### src/rtl/sfr_cmd_pkg.sv
// Shared types for the SFR command master: FSM states, operation codes and
// the upper bound on the SFR read latency.
package sfr_cmd_pkg;

   localparam int MAX_READ_LATENCY = 4;

   typedef enum logic [2:0] {
      S_IDLE,
      S_WRITE,
      S_READ,
      S_RD_WAIT,
      S_RESP
   } sfr_state_e;

   typedef enum logic {
      OP_READ  = 1'b0,
      OP_WRITE = 1'b1
   } sfr_op_e;

endpackage

### src/rtl/sfr_cmd_fifo.sv
// Synchronous first-word-fall-through FIFO for queued SFR commands.
// Pointers carry one extra wrap bit so full and empty are distinguishable.
module sfr_cmd_fifo #(
   parameter int WIDTH = 49,
   parameter int DEPTH = 4
) (
   input  logic             clk,
   input  logic             reset,
   input  logic             push,
   input  logic [WIDTH-1:0] push_data,
   input  logic             pop,
   output logic [WIDTH-1:0] head,
   output logic             full,
   output logic             empty
);

   localparam int AW = $clog2(DEPTH);

   logic [AW:0]      wr_ptr;
   logic [AW:0]      rd_ptr;
   logic [WIDTH-1:0] mem [DEPTH];

   // NOTE: sequential state uses non-blocking assignments so every flop samples pre-edge values.
   always_ff @(posedge clk or posedge reset) begin
      if (reset) begin
         wr_ptr <= '0;
         rd_ptr <= '0;
      end else begin
         if (push && !full) wr_ptr <= wr_ptr + 1'b1;
         if (pop && !empty) rd_ptr <= rd_ptr + 1'b1;
      end
   end

   // NOTE: storage is deliberately not reset; the pointers alone define what is valid.
   always_ff @(posedge clk) begin
      if (push && !full) mem[wr_ptr[AW-1:0]] <= push_data;
   end

   assign head  = mem[rd_ptr[AW-1:0]];
   assign empty = (wr_ptr == rd_ptr);
   assign full  = (wr_ptr[AW] != rd_ptr[AW]) && (wr_ptr[AW-1:0] == rd_ptr[AW-1:0]);

endmodule

### src/rtl/sfr_cmd_master.sv
// SFR bus initiator: queues client commands and replays them on the SFR bus
// in order, returning read data through a valid/ready response port.
module sfr_cmd_master
   import sfr_cmd_pkg::*;
#(
   parameter int ADDR_WIDTH   = 16,
   parameter int DATA_WIDTH   = 32,
   parameter int CMD_DEPTH    = 4,
   parameter int READ_LATENCY = 1
) (
   input  logic                  clk,
   input  logic                  reset,
   input  logic                  cmd_valid,
   output logic                  cmd_ready,
   input  logic                  cmd_write,
   input  logic [ADDR_WIDTH-1:0] cmd_addr,
   input  logic [DATA_WIDTH-1:0] cmd_wdata,
   output logic                  rsp_valid,
   input  logic                  rsp_ready,
   output logic [DATA_WIDTH-1:0] rsp_data,
   output logic [ADDR_WIDTH-1:0] address,
   output logic [DATA_WIDTH-1:0] write_data,
   output logic                  we,
   output logic                  re,
   input  logic [DATA_WIDTH-1:0] read_data,
   output logic                  busy
);

   localparam int CMD_W = 1 + ADDR_WIDTH + DATA_WIDTH;
   localparam int CNT_W = $clog2(MAX_READ_LATENCY);
   localparam logic [CNT_W-1:0] LAT_LAST = CNT_W'(READ_LATENCY - 1);

   sfr_state_e            state, next_state, issue_state;
   sfr_op_e               head_op;
   logic [CMD_W-1:0]      head;
   logic [ADDR_WIDTH-1:0] head_addr;
   logic [DATA_WIDTH-1:0] head_data;
   logic                  fifo_full, fifo_empty;
   logic                  pop, capture;
   logic [CNT_W-1:0]      lat_cnt;

   sfr_cmd_fifo #(.WIDTH(CMD_W), .DEPTH(CMD_DEPTH)) u_fifo (
      .clk       (clk),
      .reset     (reset),
      .push      (cmd_valid),
      .push_data ({cmd_write, cmd_addr, cmd_wdata}),
      .pop       (pop),
      .head      (head),
      .full      (fifo_full),
      .empty     (fifo_empty)
   );

   assign head_op     = sfr_op_e'(head[CMD_W-1]);
   assign head_addr   = head[DATA_WIDTH +: ADDR_WIDTH];
   assign head_data   = head[DATA_WIDTH-1:0];
   assign issue_state = (head_op == OP_WRITE) ? S_WRITE : S_READ;
   assign cmd_ready   = !fifo_full;
   assign busy        = !fifo_empty || (state != S_IDLE);

   always_ff @(posedge clk or posedge reset) begin
      if (reset) state <= S_IDLE;
      else       state <= next_state;
   end

   // NOTE: every combinational output gets a default first so no latch is inferred.
   always_comb begin
      next_state = state;
      unique case (state)
         S_IDLE, S_WRITE: next_state = fifo_empty ? S_IDLE : issue_state;
         S_READ:          next_state = S_RD_WAIT;
         S_RD_WAIT:       if (lat_cnt == LAT_LAST) next_state = S_RESP;
         S_RESP:          if (rsp_ready) next_state = fifo_empty ? S_IDLE : issue_state;
         default:         next_state = S_IDLE;
      endcase
   end

   // A new command is only popped when the bus is free and no response is held.
   always_comb begin
      pop     = 1'b0;
      capture = 1'b0;
      case (state)
         S_IDLE, S_WRITE: pop     = !fifo_empty;
         S_RD_WAIT:       capture = (lat_cnt == LAT_LAST);
         S_RESP:          pop     = rsp_ready && !fifo_empty;
         default:         ;
      endcase
   end

   always_ff @(posedge clk or posedge reset) begin
      if (reset) begin
         we         <= 1'b0;
         re         <= 1'b0;
         address    <= '0;
         write_data <= '0;
         rsp_valid  <= 1'b0;
         rsp_data   <= '0;
         lat_cnt    <= '0;
      end else begin
         we        <= pop && (head_op == OP_WRITE);
         re        <= pop && (head_op == OP_READ);
         rsp_valid <= (next_state == S_RESP);
         lat_cnt   <= (state == S_RD_WAIT) ? lat_cnt + 1'b1 : '0;
         if (pop) address <= head_addr;
         if (pop && head_op == OP_WRITE) write_data <= head_data;
         if (capture) rsp_data <= read_data;
      end
   end

endmodule

### config.mk
export PLATFORM = sky130hd
export DESIGN_NAME = sfr_cmd_master
export DESIGN_NICKNAME = d
export VERILOG_FILES = /design/src/rtl/sfr_cmd_pkg.sv /design/src/rtl/sfr_cmd_fifo.sv /design/src/rtl/sfr_cmd_master.sv
export SDC_FILE = /design/constraint.sdc
export NUM_CORES = 1
export LEC_CHECK = 0
export ABC_AREA = 1
export CORE_UTILIZATION = 40
export DETAILED_ROUTE_END_ITERATION = 6
export DONT_BUFFER_PORTS = 1
export PLACE_DENSITY_LB_ADDON = 0.08
export SYNTH_ARGS = -nofsm -noshare
export SYNTH_HDL_FRONTEND = slang
export SYNTH_SLANG_ARGS = --single-unit
### constraint.sdc
create_clock -name clk -period 4.5 [get_ports clk]
set_input_delay 1.35 -clock clk [delete_from_list [all_inputs] [get_ports clk]]
set_output_delay 1.35 -clock clk [all_outputs]
set_load 0.01 [all_outputs]
==> After elaboration in Yosys (flattened, before gate mapping) <==
Memory sizes are Yosys's and may differ from the RTL's.
Index checks and enable logic that the tools add are counted.
{ "totals": {"ff_bits": 94, "latchBits": 0, "ram_bits": 196, "rom_bits": 0, "input_bits": 85, "out_inout_bits": 85, "word_cells": 46, "memories": 1} }
{ "mem_list": {"columns": ["name", "depth", "word_bits", "rd", "rd_ports_with_merged_regs", "write_ports", "line_no", "rtl"], "rows": [
  ["u_fifo.mem", 4, 49, 1, 0, 1, "sfr_cmd_fifo.sv:21", "logic [WIDTH-1:0] mem [DEPTH];"]
]} }
{ "classes": {"addsub": 3, "n_mul": 0, "n_div": 0, "n_lt_le_gt_ge": 0, "eq_ne": 8, "shift": 0, "mux": 10, "bitwise_logic": 1, "n_reduce_logical": 13} }
{ "op_table": {"columns": ["operator", "count"], "rows": [
  ["$pmux W3 S4", 1],
  ["$add A3 B1 Y3 const B", 2],
  ["$eq A3 B2 Y1 const B", 2],
  ["$eq A3 B3 Y1 const B", 2],
  ["$logic_and A1 B1 Y1", 6],
  ["$mux W2", 3],
  ["$mux W3", 2],
  ["$eq A3 B1 Y1 const B", 1],
  ["$eq A3 B3 Y1", 1],
  ["$logic_not A3 Y1", 1],
  ["$mux W1", 3],
  ["$reduce_bool A3 Y1", 1],
  ["$add A2 B1 Y2 const B", 1],
  ["$eq A2 B2 Y1", 1],
  ["$logic_not A1 Y1", 2],
  ["$logic_not A2 Y1", 1],
  ["$pmux W1 S2", 1],
  ["$reduce_or A2 Y1", 1],
  ["$logic_or A1 B1 Y1", 1],
  ["$ne A1 B1 Y1", 1],
  ["$not A1 Y1", 1]
]} }

==> Depth between registers and ports, before layout <==
Gate-level depths: netlist (run 1).
{ "logic_depth": {"word_depth": 6, "depth_mapped": 10, "depth_no_buf": 8} }

==> Cells and area by module <==
From an unflattened synthesis (run 1), not the netlist that was laid out.
{ "unflattened": {"hier_cells": 920, "hier_area_um2": 11172.0} }
{ "by_module_without_submodules": {"columns": ["mod", "n_inst", "cells_each", "area_per_inst_um2", "seq_area_each_um2"], "rows": [
  ["sfr_cmd_fifo", 1, 535, 7699.9, 6035.8],
  ["sfr_cmd_master", 1, 385, 3472.1, 2202.1]
]} }

==> Worst setup path before layout (run 1) <==
No wires, ideal clock.
{ "synth_path": {"kind": "in2reg", "from": "input cmd_valid", "to": "memory u_fifo.mem[0][0] (enable)", "setup_time_ns": 0.456, "arrival_time_ns": 3.560, "required_time_ns": 4.044, "slack_ns": 0.484, "stages": 2, "path_buffers": 0, "path_cell_list": "nand2_1 -> nor2_1"} }
{ "synth_via": {"elab_chain_cells": 3} }
{ "synth_rtl": {"columns": ["item", "line_no", "rtl"], "rows": [
  ["start: declaration", "sfr_cmd_master.sv:13", "input logic cmd_valid,"],
  ["$logic_and A1 B1 Y1", "sfr_cmd_fifo.sv:36", "if (push && !full) mem[wr_ptr[AW-1:0]] <= push_data;"],
  ["$mux W1", "sfr_cmd_fifo.sv:36", null],
  ["$mux W1 (not written as such)", "sfr_cmd_fifo.sv:36", null],
  ["end: declaration", "sfr_cmd_fifo.sv:21", null]
]} }
No other way between the ends.

==> Worst setup path in the final report (run 1) <==
{ "layout_path": {"from": "register u_fifo.rd_ptr[1]", "to": "output cmd_ready"} }
{ "layout_via": {"elab_chain_cells": 3} }
{ "layout_rtl": {"columns": ["item", "line_no", "rtl"], "rows": [
  ["start: declaration", "sfr_cmd_fifo.sv:20", "logic [AW:0] rd_ptr;"],
  ["start signal: assignment", "sfr_cmd_fifo.sv:30", "if (pop && !empty) rd_ptr <= rd_ptr + 1'b1;"],
  ["$eq A2 B2 Y1", "sfr_cmd_fifo.sv:41", "assign full = (wr_ptr[AW] != rd_ptr[AW]) && (wr_ptr[AW-1:0] == rd_ptr[AW-1:0]);"],
  ["$logic_and A1 B1 Y1", "sfr_cmd_fifo.sv:41", null],
  ["$logic_not A1 Y1", "sfr_cmd_master.sv:57", "assign cmd_ready = !fifo_full;"],
  ["end: declaration", "sfr_cmd_master.sv:14", "output logic cmd_ready,"]
]} }
No other way between the ends.

==> results.cfg, run 1 <==
[cells_and_area]
multi_input_area_um2 = 2750
fin_util_pct = 46.0
seqCellArea_um2 = 8240
fill_cells = 2659
syn_to_final_growth_pct = 12.3
drive_above_1_share_pct = 7.10
final_area_um2 = 13300
diodes = 0
fin_cells = 1511
finish.net_count = 1193

[synthesis]
synth.avg_cell_area_um2 = 10.7
ys_warn_count = 0
synth.ff_latch_count = 290
synth.net_count = 1198
yosysTopAreaCellShare_pct = 49.8
syn_area_um2 = 11800
yosys.area.top_type = edfxtp_1
synth-seq-area-share_pct = 69.7
synth_cells = 1107
ys_top_cells_by_area = edfxtp_1 (50%), dfrtp_1 (20%), nand2_1 (12%)
synth_cell_types = 28

[place]
pre_cts_ws_ns = 1.32
gp_congestion = 0.737
dpl_cell_area_um2 = 12200
place.detailed.hpwl_um = 15600
io_buffers = 0
dp_cells = 1450

[sta]
tightest_slew_ns = 1.04
finalMaxSlewViolations = 0
rsz0062_at_grt = false
period_share_pct = 73.4
setup_slack_ns = 1.20
tns_ns = 0
period_needed_ns = 3.30
slew_headroom_pct = 30.7
fmax_mhz = 303
hold_viol_final = 0
finalSetupViolCount = 0
holdWs_ns = 0.424
clock_skew_ns = 0.0152

[cts]
hold_buffers = 0
clkTransAtPathRegs_ns = 0.05
clockBufferDepth = 3
insertion_delay_ns = 0.50
cts_tree = done
cts_setup_buffers = 0
cts_root_buf = clkbuf_16
cts_sinks = 290
cts-resized-gates = 0
cts_made_buffers = 34
ctsHtreeMaxLevel = 2

[routing]
drc = 0
vias = 7290
vias_per_cell = 4.82
post_drt_wl_per_cell_um = 17.3
routed_wl_um = 26200
dr.pass1.iters = 5
drtIter0Drc = 477
ant_nets = 0

[critical_path]
ff2ff_setup_slack_ns = 1.38
path_class = reg2out
end_kind = output pin
startpoint_type = flop
crit_start = u_fifo.rd_ptr[1]
reg2reg_from = u_fifo.rd_ptr[1]
crit_arrival_ns = 1.95
critPathMaxFanout = 33
critPathRequiredTime_ns = 3.15

[grt]
grt_pass1_vias = 7235
grt_overflow = 0
grt_pass1_wl_um = 41600
grtUsageTotal_pct = 17.6
grt_max_degree = 93
grt_antenna_before_repair = 0

[die]
die_w_um = 174
num_rows = 62
fp.dieArea_um2 = 30200
core_area_um2 = 28900
die_height_um = 174
initial_core_util_pct = 41.0
io_pins = 170

[power_and_ir_drop]
ir_drop_mv = 0.322
p_total_mw = 9.89
p_leak_nw = 5.90
p_per_area_nw_per_um2 = 745

[hold_path]
hp-class = reg2reg
worstHoldStart = lat_cnt[0]

[flow_run]
drv_cap = 0

[status]
outcome = completed
[report_power, final]
part / switching [mW] / internal [mW]
Combinational: 2.09 / 0.848
Clock: 1.02 / 1.61
Sequential: 0.624 / 3.70
Total: 3.73 / 6.16
[flip-flops by register name, summed over array words and instances, names as in the netlist]
register       flops
rsp_valid          1
we                 1
re                 1
address           16
write_data        32
u_fifo.mem       196
rsp_data          32
u_fifo.rd_ptr      3
u_fifo.wr_ptr      3
lat_cnt            2
state              3
[layout make-up]
class	count	area share [%]
Clock inverter	8	0.490
Timing Repair Buffer	16	1.09
Tap cell	384	3.62
Inverter	152	4.37
Sequential cell	290	62.1
Multi-Input combinational cell	608	20.7
Clock buffer	53	7.65
[critical path, stage by stage (launching register included)]
cell,delay (ns)
dfrtp_2,0.81
nand2_1,0.11
nand2_1,0.15
nand4_1,0.39
[worst paths after layout]
path                                       end  cells past startpoint
max in group asynchronous       write_data[16]                      2
worst max register to register  write_data[16]                      7
worst min-delay path                lat_cnt[0]                      1
worst min register to register      lat_cnt[0]                      1
worst max-delay path                 cmd_ready                      3
min in group asynchronous           address[3]                      1
[synthesized netlist by cell type, drive strengths merged]
cell	instances
nand4	33
nand2	369
nand3b	1
inv	152
nand3	103
a21oi	1
a211o	1
clkbuf	19
ha	6
edfxtp	196
o21ai	34
xor2	2
o22ai	16
dfrtp	94
buf	38
xnor2	1
nor3	1
nor2	40
[cells by family (layout without fill, tap and decap cells)]
kind of cell,Yosys count,count (layout),share of synthesized area [%]
buffers and inverters,209,229,7.35
adders and majority gates,6,6,0.635
and+or+nand+nor,547,547,19.6
DFF,290,290,69.7
xor gates and xnor gates,3,3,0.222
AOI/OAI and AO/OA,52,52,2.50
[cell usage in the layout (no fill, tap or decap), types with 4 or more instances in the layout]
| cell | netlist | layout |
|---|---|---|
| dfrtp_1 | 94 | 92 |
| nand2_1 | 366 | 366 |
| nand4_1 | 33 | 33 |
| nor2_4 | 0 | 4 |
| clkbuf_1 | 19 | 13 |
| nor2_1 | 40 | 36 |
| buf_4 | 7 | 14 |
| inv_1 | 147 | 146 |
| edfxtp_1 | 196 | 196 |
| o22ai_1 | 16 | 16 |
| nand3_1 | 101 | 101 |
| ha_1 | 6 | 6 |
| o21ai_0 | 32 | 32 |
| clkbuf_16 | 0 | 37 |
[routing by layer]
layer	vias to the layer above	track usage, %	share of wire, %
li1	3604	-	-
met3	33	5.27	7.1
met4	0	4.50	1.6
met1	3466	23.2	45
met2	187	28.4	46
met5	-	0	0
Power figures use the tool's default switching activity.
==> inputs of run 2 (changes only) <==
Settings changed: ABC_AREA 1 to 0.
Clock period 4.5 ns to 3.4 ns, I/O delays scaled along.
==> run 2 against run 1 <==
Net effect: the flow now finishes with violations (design-rule violations); clock skew down 0.0063 ns; final cell count down 42%; critical path depth unchanged; non-clock buffer count down 1; register-to-register slack worse by 0.42 ns; first-iteration DRC count down 58%; critical endpoint is now busy.
==> results.cfg, run 2 <==
[cts]
clkTransAtPathRegs_ns = 0.06
cts_made_buffers = 31
cts_sinks = 290
insertion_delay_ns = 0.54
ctsHtreeMaxLevel = 1
hold_buffers = 0
clockBufferDepth = 3
cts-resized-gates = 0
cts_root_buf = clkbuf_16
cts_setup_buffers = 0
cts_tree = done

[power_and_ir_drop]
ir_drop_mv = 0.518
p_per_area_nw_per_um2 = 1010
p_leak_nw = 4.38

[routing]
post_drt_wl_per_cell_um = 22.7
routed_wl_um = 19900
drc = 20
dr.pass1.iters = 6
drtIter0Drc = 198
vias_per_cell = 5.17
ant_nets = 0
vias = 4521

[sta]
hold_viol_final = 0
holdWs_ns = 0.452
clock_skew_ns = 0.00893
tns_ns = 0
fmax_mhz = 329
finalSetupViolCount = 0
period_needed_ns = 3.04
tightest_slew_ns = 0.796
rsz0062_at_grt = false
period_share_pct = 89.3
slew_headroom_pct = 46.9
finalMaxSlewViolations = 0

[status]
outcome = finished with violations
violations = design-rule violations

[synthesis]
ys.flop_type = edfxtp_1
ys_top_cells_by_area = edfxtp_1 (54%), dfrtp_1 (22%), mux4_2 (10%)
ys_async_sr_fraction_pct = 32.4
yosysTopAreaCellShare_pct = 54.5
ys_warn_count = 0
synth.net_count = 578
synth_cell_types = 28
synth.avg_cell_area_um2 = 22.2
synth-edff-count = 196
yosys.area.top_type = edfxtp_1
syn_area_um2 = 10800
yosysMostFrequentCell = edfxtp_1
synth_common_cells = edfxtp_1 (196), dfrtp_1 (94), mux2_2 (52), mux4_2 (49), mux2_4 (29)
synth.ff_latch_count = 290
synth_cells = 487
synth-seq-area-share_pct = 76.2

[place]
io_buffers = 0
place.detailed.hpwl_um = 12200
gp_congestion = 0.708

[critical_path]
r2r-end = write_data[24]
reg2reg_from = u_fifo.rd_ptr[0]
critPathMaxFanout = 4
crit_arrival_ns = 2.02
startpoint_type = flop
ff2ff_setup_slack_ns = 0.96
end_kind = output pin
critPathRequiredTime_ns = 2.38
path_class = reg2out
rr_worst_depth = 4

[grt]
grt_max_degree = 51
grtUsageTotal_pct = 14.7
grt_pass1_vias = 5037
grt_antenna_before_repair = 0
grt_overflow = 0
grt_pass1_wl_um = 30400

[die]
io_pins = 170
fp.dieArea_um2 = 27700
num_rows = 59
core_area_um2 = 26300
die_w_um = 166
die_height_um = 166
initial_core_util_pct = 41.1

[cells_and_area]
final_common_cell = edfxtp_1
drive_above_1_share_pct = 36.4
largest_register_ffs = 196
final_cell_mix = edfxtp_1 (196), dfrtp_1 (92), mux2_2 (52)
diodes = 0
syn_to_final_growth_pct = 13.8
finish.net_count = 606

[hold_path]
hp-class = in2async

[flow_run]
drv_cap = 0
==> run 2: cell types whose count changed after synthesis, sizes merged, moves of 16 or more <==
cell,before,now
buf,38,16
inv,152,8
mux2,0,81
mux4,0,49
nand2,369,5
nand3,103,4
nand4,33,0
nor2,40,1
o21ai,34,2
o22ai,16,0
==> run 2: cells by family after synthesis <==
group	Yosys count	share of synthesized area, %
buffers and inverters	28	1.44
and+or+nand+nor	20	1.04
DFF	290	76.2
muxes	130	19.7
xor gates and xnor gates	7	0.567
adders and majority gates	6	0.695
AOI/OAI and AO/OA	6	0.359
==> run 2: metrics by stage <==
stage               power, mW  setup slack (ns)  std cells  instance area, µm²  utilization, %
floorplan                8.44             0.350        487               10800               -
global placement         9.30             0.831        817               11300            43.0
detailed placement       9.38             0.778        817               11300            43.0
CTS                      12.7             0.308        874               12300            46.8
global route             13.1             0.179        874               12300            46.8
finish                   12.4             0.363        874               12300            46.8
==> run 2: area by class of cell <==
cell class / instances / area (µm²)
clock inverters: 17 / 184
repair buffers: 15 / 188
clock buffers: 40 / 810
fillers: 2193 / 14000
flip-flops and latches: 290 / 8240
multi-input cells: 169 / 2420
well taps: 335 / 419
inverters: 8 / 33.8
==> run 2: worst max-delay path, stage by stage (launching register included) <==
cell and delay, ns:
dfrtp_1 0.43, xnor2_1 0.30, nand3b_1 0.21, or4_1 0.54
==> run 2: how the worst max path moves through the flow <==
stage | start | endpoint | slack, ns | cells after the start
global route | u_fifo.wr_ptr[1] | busy | 0.18 | 3
floorplan | cmd_valid | u_fifo.mem[3][0] | 0.35 | 3
global placement | rsp_ready | write_data[4] | 0.83 | 6
CTS | u_fifo.rd_ptr[0] | busy | 0.31 | 3
detailed placement | rsp_ready | write_data[2] | 0.78 | 6
finish | u_fifo.wr_ptr[1] | busy | 0.36 | 3
==> run 2: power breakdown <==
| group | switching [mW] | total, mW | internal [mW] | leakage [nW] |
|---|---|---|---|---|
| Clock | 1.28 | 3.25 | 1.97 | 0.482 |
| Combinational | 1.55 | 3.42 | 1.87 | 0.998 |
| Sequential | 0.769 | 5.74 | 4.98 | 2.90 |
==> run 2: metal layers <==
layer  vias to the layer above  share of wire, %  track usage [%]
met5                         -                 0                0
met4                         0               2.0             3.86
met3                        30               9.4             5.60
met2                       163                51             25.8
met1                      2345                38             16.7
li1                       1983                 -                -
==> inputs of run 3 (changes only) <==
Settings changed: ABC_AREA 0 to 1.
==> run 3 against run 2 <==
Net effect: via count grew 61%; highest routed layer unchanged; sequential share of layout area fell by 5.1 points; the flow now finishes without violations; sequential power down 1%.
==> results.cfg, run 3 (same netlist as run 1, synthesis figures left out) <==
[critical_path]
crit_slowest_cell = dfrtp_2
path_depth = 3
cp_top_family = flip-flops
rr_worst_depth = 8
crit_start = u_fifo.rd_ptr[1]
end_kind = output pin
critPathMaxFanout = 21
crit_arrival_ns = 1.75
crit_top_cell = nand2_1
startpoint_type = flop
reg2reg_from = u_fifo.rd_ptr[0]
critPathCapture = cmd_ready
ff2ff_setup_slack_ns = 0.68
path_class = reg2out
crit_buf_inv = 0
r2r-end = write_data[20]
crit_path_max_incr_delay_ns = 0.64
cp_cell_sequence = nand2_1, nand2_1, nand4_1
critPathRequiredTime_ns = 2.38

[grt]
grt_antenna_before_repair = 0
grtUsageTotal_pct = 18.2
grt_overflow = 0
grt_max_degree = 100
grt_pass1_wl_um = 42300
grt_pass1_vias = 7255

[power_and_ir_drop]
p_sw_share_pct = 38.4
p_total_mw = 13.2
ir_drop_mv = 0.387
p_switching_mw = 5.05
p_per_area_nw_per_um2 = 989
pwr-share-comb_pct = 30.7
p_int_mw = 8.11
p_leak_nw = 5.91
p_clk_share_pct = 26.3
p_seq_share_pct = 43.0

[cells_and_area]
finish.net_count = 1195
seqCellArea_um2 = 8240
drive_above_1_share_pct = 7.43
largest_register_ffs = 196
final_common_cell = nand2_1
fill_cells = 2692
multi_input_area_um2 = 2750
syn_to_final_growth_pct = 12.6
final_cell_mix = nand2_1 (366), edfxtp_1 (196), inv_1 (146)
diodes = 0

[sta]
period_needed_ns = 2.77
tns_ns = 0
rsz0062_at_grt = false
finalMaxSlewViolations = 0
hold_viol_final = 0
clock_skew_ns = 0.0193
slew_headroom_pct = 29.4
finalSetupViolCount = 0
period_share_pct = 81.5
fmax_mhz = 361
tightest_slew_ns = 1.06

[routing]
dr.pass1.iters = 4
post_drt_wl_per_cell_um = 17.8
drc = 0
vias_per_cell = 4.81
vias = 7276
routed_wl_um = 26900
ant_nets = 0
drtIter0Drc = 447

[cts]
cts_root_buf = clkbuf_16
insertion_delay_ns = 0.51
cts-resized-gates = 0
clockBufferDepth = 3
ctsHtreeMaxLevel = 2
cts_tree = done
cts_setup_buffers = 0
cts_made_buffers = 35
clkTransAtPathRegs_ns = 0.06
cts_sinks = 290
hold_buffers = 0

[die]
io_pins = 170
initial_core_util_pct = 41.0
die_w_um = 174
num_rows = 62
fp.dieArea_um2 = 30200
core_area_um2 = 28900
die_height_um = 174

[status]
outcome = completed

[hold_path]
whs_path_depth = 1
worstHoldStart = lat_cnt[0]
hp-class = reg2reg

[place]
place.detailed.hpwl_um = 15600
gp_congestion = 0.726
io_buffers = 0

[flow_run]
drv_cap = 0
[run 3: changes by cell type in the layout (fill, tap and decap cells not counted), sizes merged, moves of 4 or more]
cell    change
xnor2       -4
mux4       -49
o21ai      +32
nand4      +33
bufinv      -4
o22ai      +16
nor2       +39
clkbuf     +11
nand2     +364
and2        -4
mux2       -81
inv       +145
nand3      +99
[run 3: worst min path at each step]
stage	endpoint	slack, ns
floorplan	lat_cnt[0]	0.40
global placement	lat_cnt[0]	0.42
detailed placement	lat_cnt[0]	0.42
CTS	lat_cnt[0]	0.43
global route	lat_cnt[0]	0.44
finish	lat_cnt[0]	0.43
[run 3: power groups by stage]
stage          registers (mW)  logic (mW)  clock network (mW)
3_3_place_gp             5.74        4.08                   0
2_1_floorplan            5.57        3.09                   0
3_5_place_dp             5.74        4.14                   0
4_1_cts                  5.68        4.15                3.56
5_1_grt                  5.77        4.65                3.70
6_report                 5.66        4.04                3.46
[run 3: layout make-up]
type | instances | area share, %
clock buffers | 51 | 7.58
multi-input cells | 608 | 20.6
clock inverters | 12 | 0.517
inverters | 152 | 4.37
flip-flops and latches | 290 | 62.0
well taps | 384 | 3.61
repair buffers | 17 | 1.34
[run 3: per-stage QoR]
stage          setup slack [ns]  area, µm²  cells  hold WS (ns)  util [%]
6_report                  0.630      13300   1514         0.427      46.1
5_1_grt                   0.334      13300   1514         0.442      46.1
4_1_cts                   0.594      13300   1514         0.428      46.1
3_5_place_dp              0.653      12200   1451         0.421      42.4
3_3_place_gp              0.726      12200   1451         0.419      42.4
2_1_floorplan            -0.286      11800   1107         0.401         -
[run 3: metal layers]
metal  up-vias  GRT usage [%]  share of wire [%]
met3        38           4.79                7.4
met2       214           29.2                 46
met1      3422           24.2                 45
met4         0           5.19                1.9
li1       3602              -                  -
met5         -              0                  0
